File: src/rtl/braille_msg_ctrl.sv
// braille_msg_ctrl: captures 6-bit Braille cells from the switches into a
// 16-entry message buffer under push-button control and drives a four-digit
// window (last four cells in edit mode, a moving window in scroll mode).
module braille_msg_ctrl #(
  parameter int TICK_DIV  = 25_000_000,
  parameter int DB_CYCLES = 500_000
) (
  input  logic       CLOCK_50,
  input  logic       RESET_N,
  input  logic [5:0] SW,
  input  logic [3:0] KEY,
  output logic [5:0] cell0,
  output logic [5:0] cell1,
  output logic [5:0] cell2,
  output logic [5:0] cell3,
  output logic [3:0] blank,
  output logic [4:0] len,
  output logic       full,
  output logic       scrolling
);

  localparam int TW = (TICK_DIV > 1) ? $clog2(TICK_DIV + 1) : 1;
  localparam int DW = (DB_CYCLES > 1) ? $clog2(DB_CYCLES + 1) : 1;
  localparam logic [TW-1:0] TICK_LAST = TW'(TICK_DIV - 1);
  localparam logic [DW-1:0] DB_LAST   = DW'(DB_CYCLES - 1);

  typedef enum logic [0:0] {
    EDIT   = 1'b0,
    SCROLL = 1'b1
  } state_t;

  // Button synchronizer chain and per-key lockout
  logic [3:0]    s1_r, s2_r, s3_r;
  logic [3:0]    lock_r;
  logic [DW-1:0] db_cnt_r [4];
  logic [3:0]    pulse_s, act_s;
  logic          sto_s, del_s, scr_s, clr_s;

  // Message storage and control state
  logic [5:0]    buf_r [16];
  state_t        state_r, state_n_s;
  logic [4:0]    len_r, len_n_s;
  logic [4:0]    pos_r, pos_n_s;
  logic [TW-1:0] tick_r, tick_n_s;
  logic          wr_en_s;

  // Display window
  logic [4:0]    period_s;
  logic [4:0]    raw_s [4];
  logic [4:0]    idx_s [4];
  logic [5:0]    cell_s [4];
  logic [3:0]    blank_s;

  assign pulse_s = ~s2_r & s3_r;
  assign act_s   = pulse_s & ~lock_r;
  assign sto_s   = act_s[0];
  assign del_s   = act_s[1];
  assign scr_s   = act_s[2];
  assign clr_s   = act_s[3];

  // Bring the asynchronous buttons into the clock domain and keep a history bit
  always_ff @(posedge CLOCK_50 or negedge RESET_N) begin
    if (!RESET_N) begin
      s1_r <= 4'hF;
      s2_r <= 4'hF;
      s3_r <= 4'hF;
    end else begin
      s1_r <= KEY;
      s2_r <= s1_r;
      s3_r <= s2_r;
    end
  end

  // Lock each key after an accepted press until it has been released long enough
  always_ff @(posedge CLOCK_50 or negedge RESET_N) begin
    if (!RESET_N) begin
      lock_r <= 4'h0;
      for (int i = 0; i < 4; i++) begin
        db_cnt_r[i] <= '0;
      end
    end else begin
      for (int i = 0; i < 4; i++) begin
        if (!lock_r[i]) begin
          if (pulse_s[i]) begin
            lock_r[i]   <= 1'b1;
            db_cnt_r[i] <= '0;
          end else begin
            db_cnt_r[i] <= '0;
          end
        end else if (!s2_r[i]) begin
          db_cnt_r[i] <= '0;
        end else if (db_cnt_r[i] == DB_LAST) begin
          lock_r[i]   <= 1'b0;
          db_cnt_r[i] <= '0;
        end else begin
          db_cnt_r[i] <= db_cnt_r[i] + DW'(1);
        end
      end
    end
  end

  // Command decode and mode transitions; clear > delete > store > scroll
  always_comb begin
    state_n_s = state_r;
    len_n_s   = len_r;
    pos_n_s   = pos_r;
    tick_n_s  = tick_r;
    wr_en_s   = 1'b0;
    case (state_r)
      EDIT: begin
        if (clr_s) begin
          len_n_s = 5'd0;
        end else if (del_s) begin
          if (len_r != 5'd0) begin
            len_n_s = len_r - 5'd1;
          end else begin
            len_n_s = len_r;
          end
        end else if (sto_s) begin
          if (len_r != 5'd16) begin
            wr_en_s = 1'b1;
            len_n_s = len_r + 5'd1;
          end else begin
            wr_en_s = 1'b0;
          end
        end else if (scr_s) begin
          if (len_r != 5'd0) begin
            state_n_s = SCROLL;
            pos_n_s   = 5'd0;
            tick_n_s  = '0;
          end else begin
            state_n_s = EDIT;
          end
        end else begin
          state_n_s = EDIT;
        end
      end
      SCROLL: begin
        if (tick_r == TICK_LAST) begin
          tick_n_s = '0;
          pos_n_s  = (pos_r == len_r + 5'd3) ? 5'd0 : pos_r + 5'd1;
        end else begin
          tick_n_s = tick_r + TW'(1);
        end
        if (clr_s) begin
          len_n_s   = 5'd0;
          state_n_s = EDIT;
        end else if (del_s || sto_s) begin
          state_n_s = SCROLL;
        end else if (scr_s) begin
          state_n_s = EDIT;
        end else begin
          state_n_s = SCROLL;
        end
      end
      default: begin
        state_n_s = EDIT;
      end
    endcase
  end

  // Control state register
  always_ff @(posedge CLOCK_50 or negedge RESET_N) begin
    if (!RESET_N) begin
      state_r <= EDIT;
      len_r   <= 5'd0;
      pos_r   <= 5'd0;
      tick_r  <= '0;
    end else begin
      state_r <= state_n_s;
      len_r   <= len_n_s;
      pos_r   <= pos_n_s;
      tick_r  <= tick_n_s;
    end
  end

  // Message buffer write; contents survive reset and clear, only len is reset
  always_ff @(posedge CLOCK_50) begin
    if (wr_en_s) begin
      buf_r[len_r[3:0]] <= SW;
    end
  end

  // Select the four visible cells for the current mode
  always_comb begin
    period_s = len_r + 5'd4;
    blank_s  = 4'hF;
    for (int k = 0; k < 4; k++) begin
      cell_s[k] = 6'd0;
      raw_s[k]  = 5'd0;
      idx_s[k]  = 5'd0;
      if (state_r == SCROLL) begin
        raw_s[k] = pos_r + 5'(3 - k);
        idx_s[k] = (raw_s[k] >= period_s) ? (raw_s[k] - period_s) : raw_s[k];
        if (idx_s[k] < len_r) begin
          cell_s[k]  = buf_r[idx_s[k][3:0]];
          blank_s[k] = 1'b0;
        end else begin
          blank_s[k] = 1'b1;
        end
      end else begin
        if (len_r > 5'(k)) begin
          idx_s[k]   = len_r - 5'(k) - 5'd1;
          cell_s[k]  = buf_r[idx_s[k][3:0]];
          blank_s[k] = 1'b0;
        end else begin
          blank_s[k] = 1'b1;
        end
      end
    end
  end

  // Register every output toward the decoders and the top level
  always_ff @(posedge CLOCK_50 or negedge RESET_N) begin
    if (!RESET_N) begin
      cell0     <= 6'd0;
      cell1     <= 6'd0;
      cell2     <= 6'd0;
      cell3     <= 6'd0;
      blank     <= 4'hF;
      len       <= 5'd0;
      full      <= 1'b0;
      scrolling <= 1'b0;
    end else begin
      cell0     <= cell_s[0];
      cell1     <= cell_s[1];
      cell2     <= cell_s[2];
      cell3     <= cell_s[3];
      blank     <= blank_s;
      len       <= len_r;
      full      <= (len_r == 5'd16);
      scrolling <= (state_r == SCROLL);
    end
  end

endmodule

File: config.mk
export PLATFORM = sky130hd
export DESIGN_NAME = braille_msg_ctrl
export DESIGN_NICKNAME = d
export VERILOG_FILES = /design/src/rtl/braille_msg_ctrl.sv
export SDC_FILE = /design/constraint.sdc
export NUM_CORES = 1
export LEC_CHECK = 0
export CORE_MARGIN = 2
export CORE_UTILIZATION = 40
export DETAILED_ROUTE_END_ITERATION = 8
export MAX_ROUTING_LAYER = met4
export PLACE_DENSITY_LB_ADDON = 0.12
export SYNTH_ARGS = -nofsm -noshare
export SYNTH_HDL_FRONTEND = slang
export SYNTH_SLANG_ARGS = --single-unit
File: constraint.sdc
create_clock -name CLOCK_50 -period 13.5 [get_ports CLOCK_50]
set_input_delay 1.35 -clock CLOCK_50 [delete_from_list [all_inputs] [get_ports CLOCK_50]]
set_output_delay 1.35 -clock CLOCK_50 [all_outputs]
set_load 0.05 [all_outputs]
==> out/summary.md <==
### Detailed routing
* **detailed-routing iteration count for the pre-antenna-repair pass** 8
* **average wire per cell in the routed design** 24.5 um
* **Routed WL** 59400 um
* **final antenna-violating net count** 0
* **via-per-instance ratio** 6.19
* **number of DRC markers in iteration 0** 1645
* **overall via count from detail_route** 15006
* **post-route DRC violation count** 0

### Power and ir drop
* **power density cells** 289 nW/um^2
* **net switching fraction of the power** 0.494
* **sequential fraction of design power** 0.164
* **Cell Int Power** 2990 uW
* **switching power** 2910 uW
* **combinational share of power** 0.694
* **peak ir drop on the vdd network** 0.000190 V
* **reported leakage power** 0.00800 uW
* **relative contribution of the clock network to total power** 0.142
* **Overall Power** 5900 uW

### Floorplan
* **core outline area** 45400 um^2
* **number of rows in the core area** 78
* **x dimension of the die** 218 um
* **die height** 218 um
* **number of top-level pins** 47
* **Starting Density** 0.404
* **area of the die** 47600 um^2

### Yosys
* **Post-synth top flop** sky130_fd_sc_hd__dfrtp_1
* **share of flip-flops with an asynchronous set or reset after synthesis** 0.629
* **Seq cells post-synth** 259
* **multiplexer area fraction after synthesis** 0.201
* **main combinational cell family by area after synthesis** multiplexers
* **EDFF count, synth** 96
* **share of the synthesized area in the top cell type** 0.200
* **mean post-synth cell area** 10.2 um^2
* **YS warnings** 0
* **cell count after synthesis** 1804
* **combined area of all synthesized cells** 18400 um^2
* **xor-xnor portion of the synthesized cell area** 0.0518
* **syn nets** 1874
* **Simple-Gate Fraction of Synth Area** 0.180
* **fraction of the yosys area taken by sequential cells** 0.380
* **cell types occupying the most area after synthesis** sky130_fd_sc_hd__dfrtp_1, sky130_fd_sc_hd__edfxtp_1, sky130_fd_sc_hd__mux4_2
* **number of library cell types mapped by synthesis** 74
* **fraction of the mapped netlist area in compound gates** 0.112
* **Adder-Cell Fraction of Synth Area** 0.0412
* **biggest area consumer among synthesized cells** sky130_fd_sc_hd__dfrtp_1

### Clocking
* **Longest Clk Path Bufs** 3
* **Clk pin slew, worst setup/hold paths** 0.06 ns
* **CTS HTree Levels** 1
* **number of resized instances in the post-cts repair step** 0
* **Post-CTS Hold Buffers** 0
* **TritonCTS Sinks** 259
* **total CTS buffers** 30
* **root buffer cell** sky130_fd_sc_hd__clkbuf_16
* **Setup Buffers After CTS** 0
* **clock latency on the worst-skew pair** 0.60 ns
* **clock tree from TritonCTS** built

### Final layout
* **multi-input combinational cell area** 10800 um^2
* **flip-flop and latch area** 6990 um^2
* **post-synthesis to final-layout area growth** 11.2%
* **# fillers** 4257
* **layout cell share with drive strength beyond 1** 0.134
* **Total Nets Final** 1869
* **fin area** 20400 um^2

### Global routing
* **maximum number of pins on one net before global-route repair** 91
* **antenna violations before repair** 1
* **via count of the first global-routing pass** 14231
* **total routing usage reported by global routing** 0.257
* **wire length of the first global-routing pass** 90200 um
* **sum of overflow across all layers after global routing** 0

### Timing
* **max-slew violation count** 0
* **Layout Skew** 0.0263 ns
* **count of endpoints failing setup in the final report** 0
* **worst hold-check slack** 0.355 ns
* **worst path setup slack after routing** 7.38 ns
* **actual transition at the worst max-transition pin** 1.28 ns
* **RSZ-0062 raised after global routing** no
* **relative slew slack** 0.125
* **maximum frequency from static timing analysis** 0.163 GHz
* **number of failing hold endpoints at the final stage** 0
* **Tcrit/Tclk final** 0.453
* **total negative slack** 0 ns
* **time the final worst path needs with I/O delays and setup** 6.12 ns

### Place
* **post-placement cell area** 19400 um^2
* **Final Wtd Congestion** 0.973
* **worst slack at placement** 7.51 ns
* **buffers added on ports** 46
* **HPWL after detailed placement** 41400 um

### Setup path
* **CP startpoint kind** flop
* **peak fanout along the critical path** 40
* **required time of the critical path** 14.01 ns
* **Worst setup EP type** flop
* **arrival time of the worst setup path** 6.63 ns
* **category of the critical setup timing path** flop to flop

### Run
* **number of violations of the max-capacitance limit** 0

### Run status
* **outcome** finished, final reports clean

### Hold path
* **type of the worst min-delay path** flop to flop

state kept, by name (all words and copies together), names as in the netlist, 6 cells and up:
register	count
cell2	6
db_cnt_r	76
tick_r	25
cell0	6
buf_r	96
cell3	6
cell1	6
placed cells by master (no fill, tap or decap), drive strengths merged, types with 45 or more instances in the layout:
cell	instances
clkdlybuf4s50	45
o21ai	69
and3	45
mux2i	88
nand2	289
edfxtp	96
xor2	52
nand3	93
dfrtp	147
mux4	114
xnor2	54
ha	54
nor2	152
metal layers:
metal	wire (um)	vias to the layer above	track usage
li1	-	6740	-
met1	26200	7365	0.367
met2	25500	769	0.366
met3	6110	132	0.0604
met4	1620	0	0.0642
met5	0	-	-
layout make-up:
class / instances / area share
antenna: 1 / 0.000123
clock buffer: 39 / 0.0399
clock inverter: 17 / 0.0103
inverter: 44 / 0.00809
multi-input combinational: 1395 / 0.531
sequential: 259 / 0.342
tap: 600 / 0.0368
timing repair buffer: 69 / 0.0311
worst paths after layout:
kind | cells past startpoint | startpoint | to | slack [ns]
hold / removal | 0 | s1_r[3] | s2_r[3] | 0.36
min in group asynchronous | 1 | RESET_N | db_cnt_r[47] | 0.85
max in group asynchronous | 2 | RESET_N | len_r[0] | 10.99
setup reg to reg | 17 | len_r[2] | cell0[3] | 7.38
setup / recovery | 17 | len_r[2] | cell0[3] | 7.38
hold reg to reg | 0 | s1_r[3] | s2_r[3] | 0.36
power by group through the flow:
stage / sequential (uW) / clock [uW] / combinational, uW
6_report: 969 / 838 / 4100
5_1_grt: 982 / 894 / 4410
4_1_cts: 971 / 860 / 4040
3_5_place_dp: 984 / 0 / 4020
3_3_place_gp: 986 / 0 / 4000
2_1_floorplan: 1060 / 0 / 2970
cells in the mapped netlist, types with 16 or more instances:
library cell and n:
sky130_fd_sc_hd__a32oi_1 28, sky130_fd_sc_hd__nand2_1 288, sky130_fd_sc_hd__xor2_1 52, sky130_fd_sc_hd__edfxtp_1 96, sky130_fd_sc_hd__ha_1 54, sky130_fd_sc_hd__nand3_1 93, sky130_fd_sc_hd__a31oi_1 18, sky130_fd_sc_hd__mux4_2 113
sky130_fd_sc_hd__dfstp_2 16, sky130_fd_sc_hd__buf_2 21, sky130_fd_sc_hd__nand4_1 28, sky130_fd_sc_hd__mux2i_1 85, sky130_fd_sc_hd__clkbuf_1 72, sky130_fd_sc_hd__nor2b_1 18, sky130_fd_sc_hd__mux2_2 17, sky130_fd_sc_hd__dfrtp_1 147
sky130_fd_sc_hd__o21ai_0 65, sky130_fd_sc_hd__and3_1 45, sky130_fd_sc_hd__inv_1 36, sky130_fd_sc_hd__xnor2_1 51, sky130_fd_sc_hd__a21oi_1 38, sky130_fd_sc_hd__nor2_1 152, sky130_fd_sc_hd__nor3_1 18, sky130_fd_sc_hd__o31ai_1 18
kinds of logic (layout without fill, tap and decap cells):
logic type,Yosys count,after routing
buffers and inverters,150,169
adders and majority gates,58,58
xor gates and xnor gates,106,106
and+or+nand+nor,714,714
muxes,221,221
DFF,259,259
AOI/OAI and AO/OA,296,296
other,0,1
worst max-delay path, cell delays in order, from the launching register on:
cell                       delay, ns
sky130_fd_sc_hd__dfrtp_2        0.34
sky130_fd_sc_hd__buf_4          0.44
sky130_fd_sc_hd__inv_1          0.40
sky130_fd_sc_hd__ha_1           0.43
sky130_fd_sc_hd__inv_2          0.30
sky130_fd_sc_hd__ha_1           0.34
sky130_fd_sc_hd__o21ai_0        0.17
sky130_fd_sc_hd__nand2b_1       0.11
sky130_fd_sc_hd__nand2_1        0.32
sky130_fd_sc_hd__mux2i_1        1.02
sky130_fd_sc_hd__inv_2          0.50
sky130_fd_sc_hd__ha_1           0.45
sky130_fd_sc_hd__o21ai_0        0.08
sky130_fd_sc_hd__a21oi_1        0.08
sky130_fd_sc_hd__a21boi_0       0.42
sky130_fd_sc_hd__and2_1         0.35
sky130_fd_sc_hd__nand4_1        0.13
sky130_fd_sc_hd__o211ai_1       0.13
stage by stage:
step            util  instances
2_1_floorplan      -       1804
3_3_place_gp   0.427       2367
3_5_place_dp   0.427       2367
4_1_cts        0.450       2423
5_1_grt        0.450       2424
6_report       0.450       2424
No activity file was read; power rests on OpenSTA's default activity.
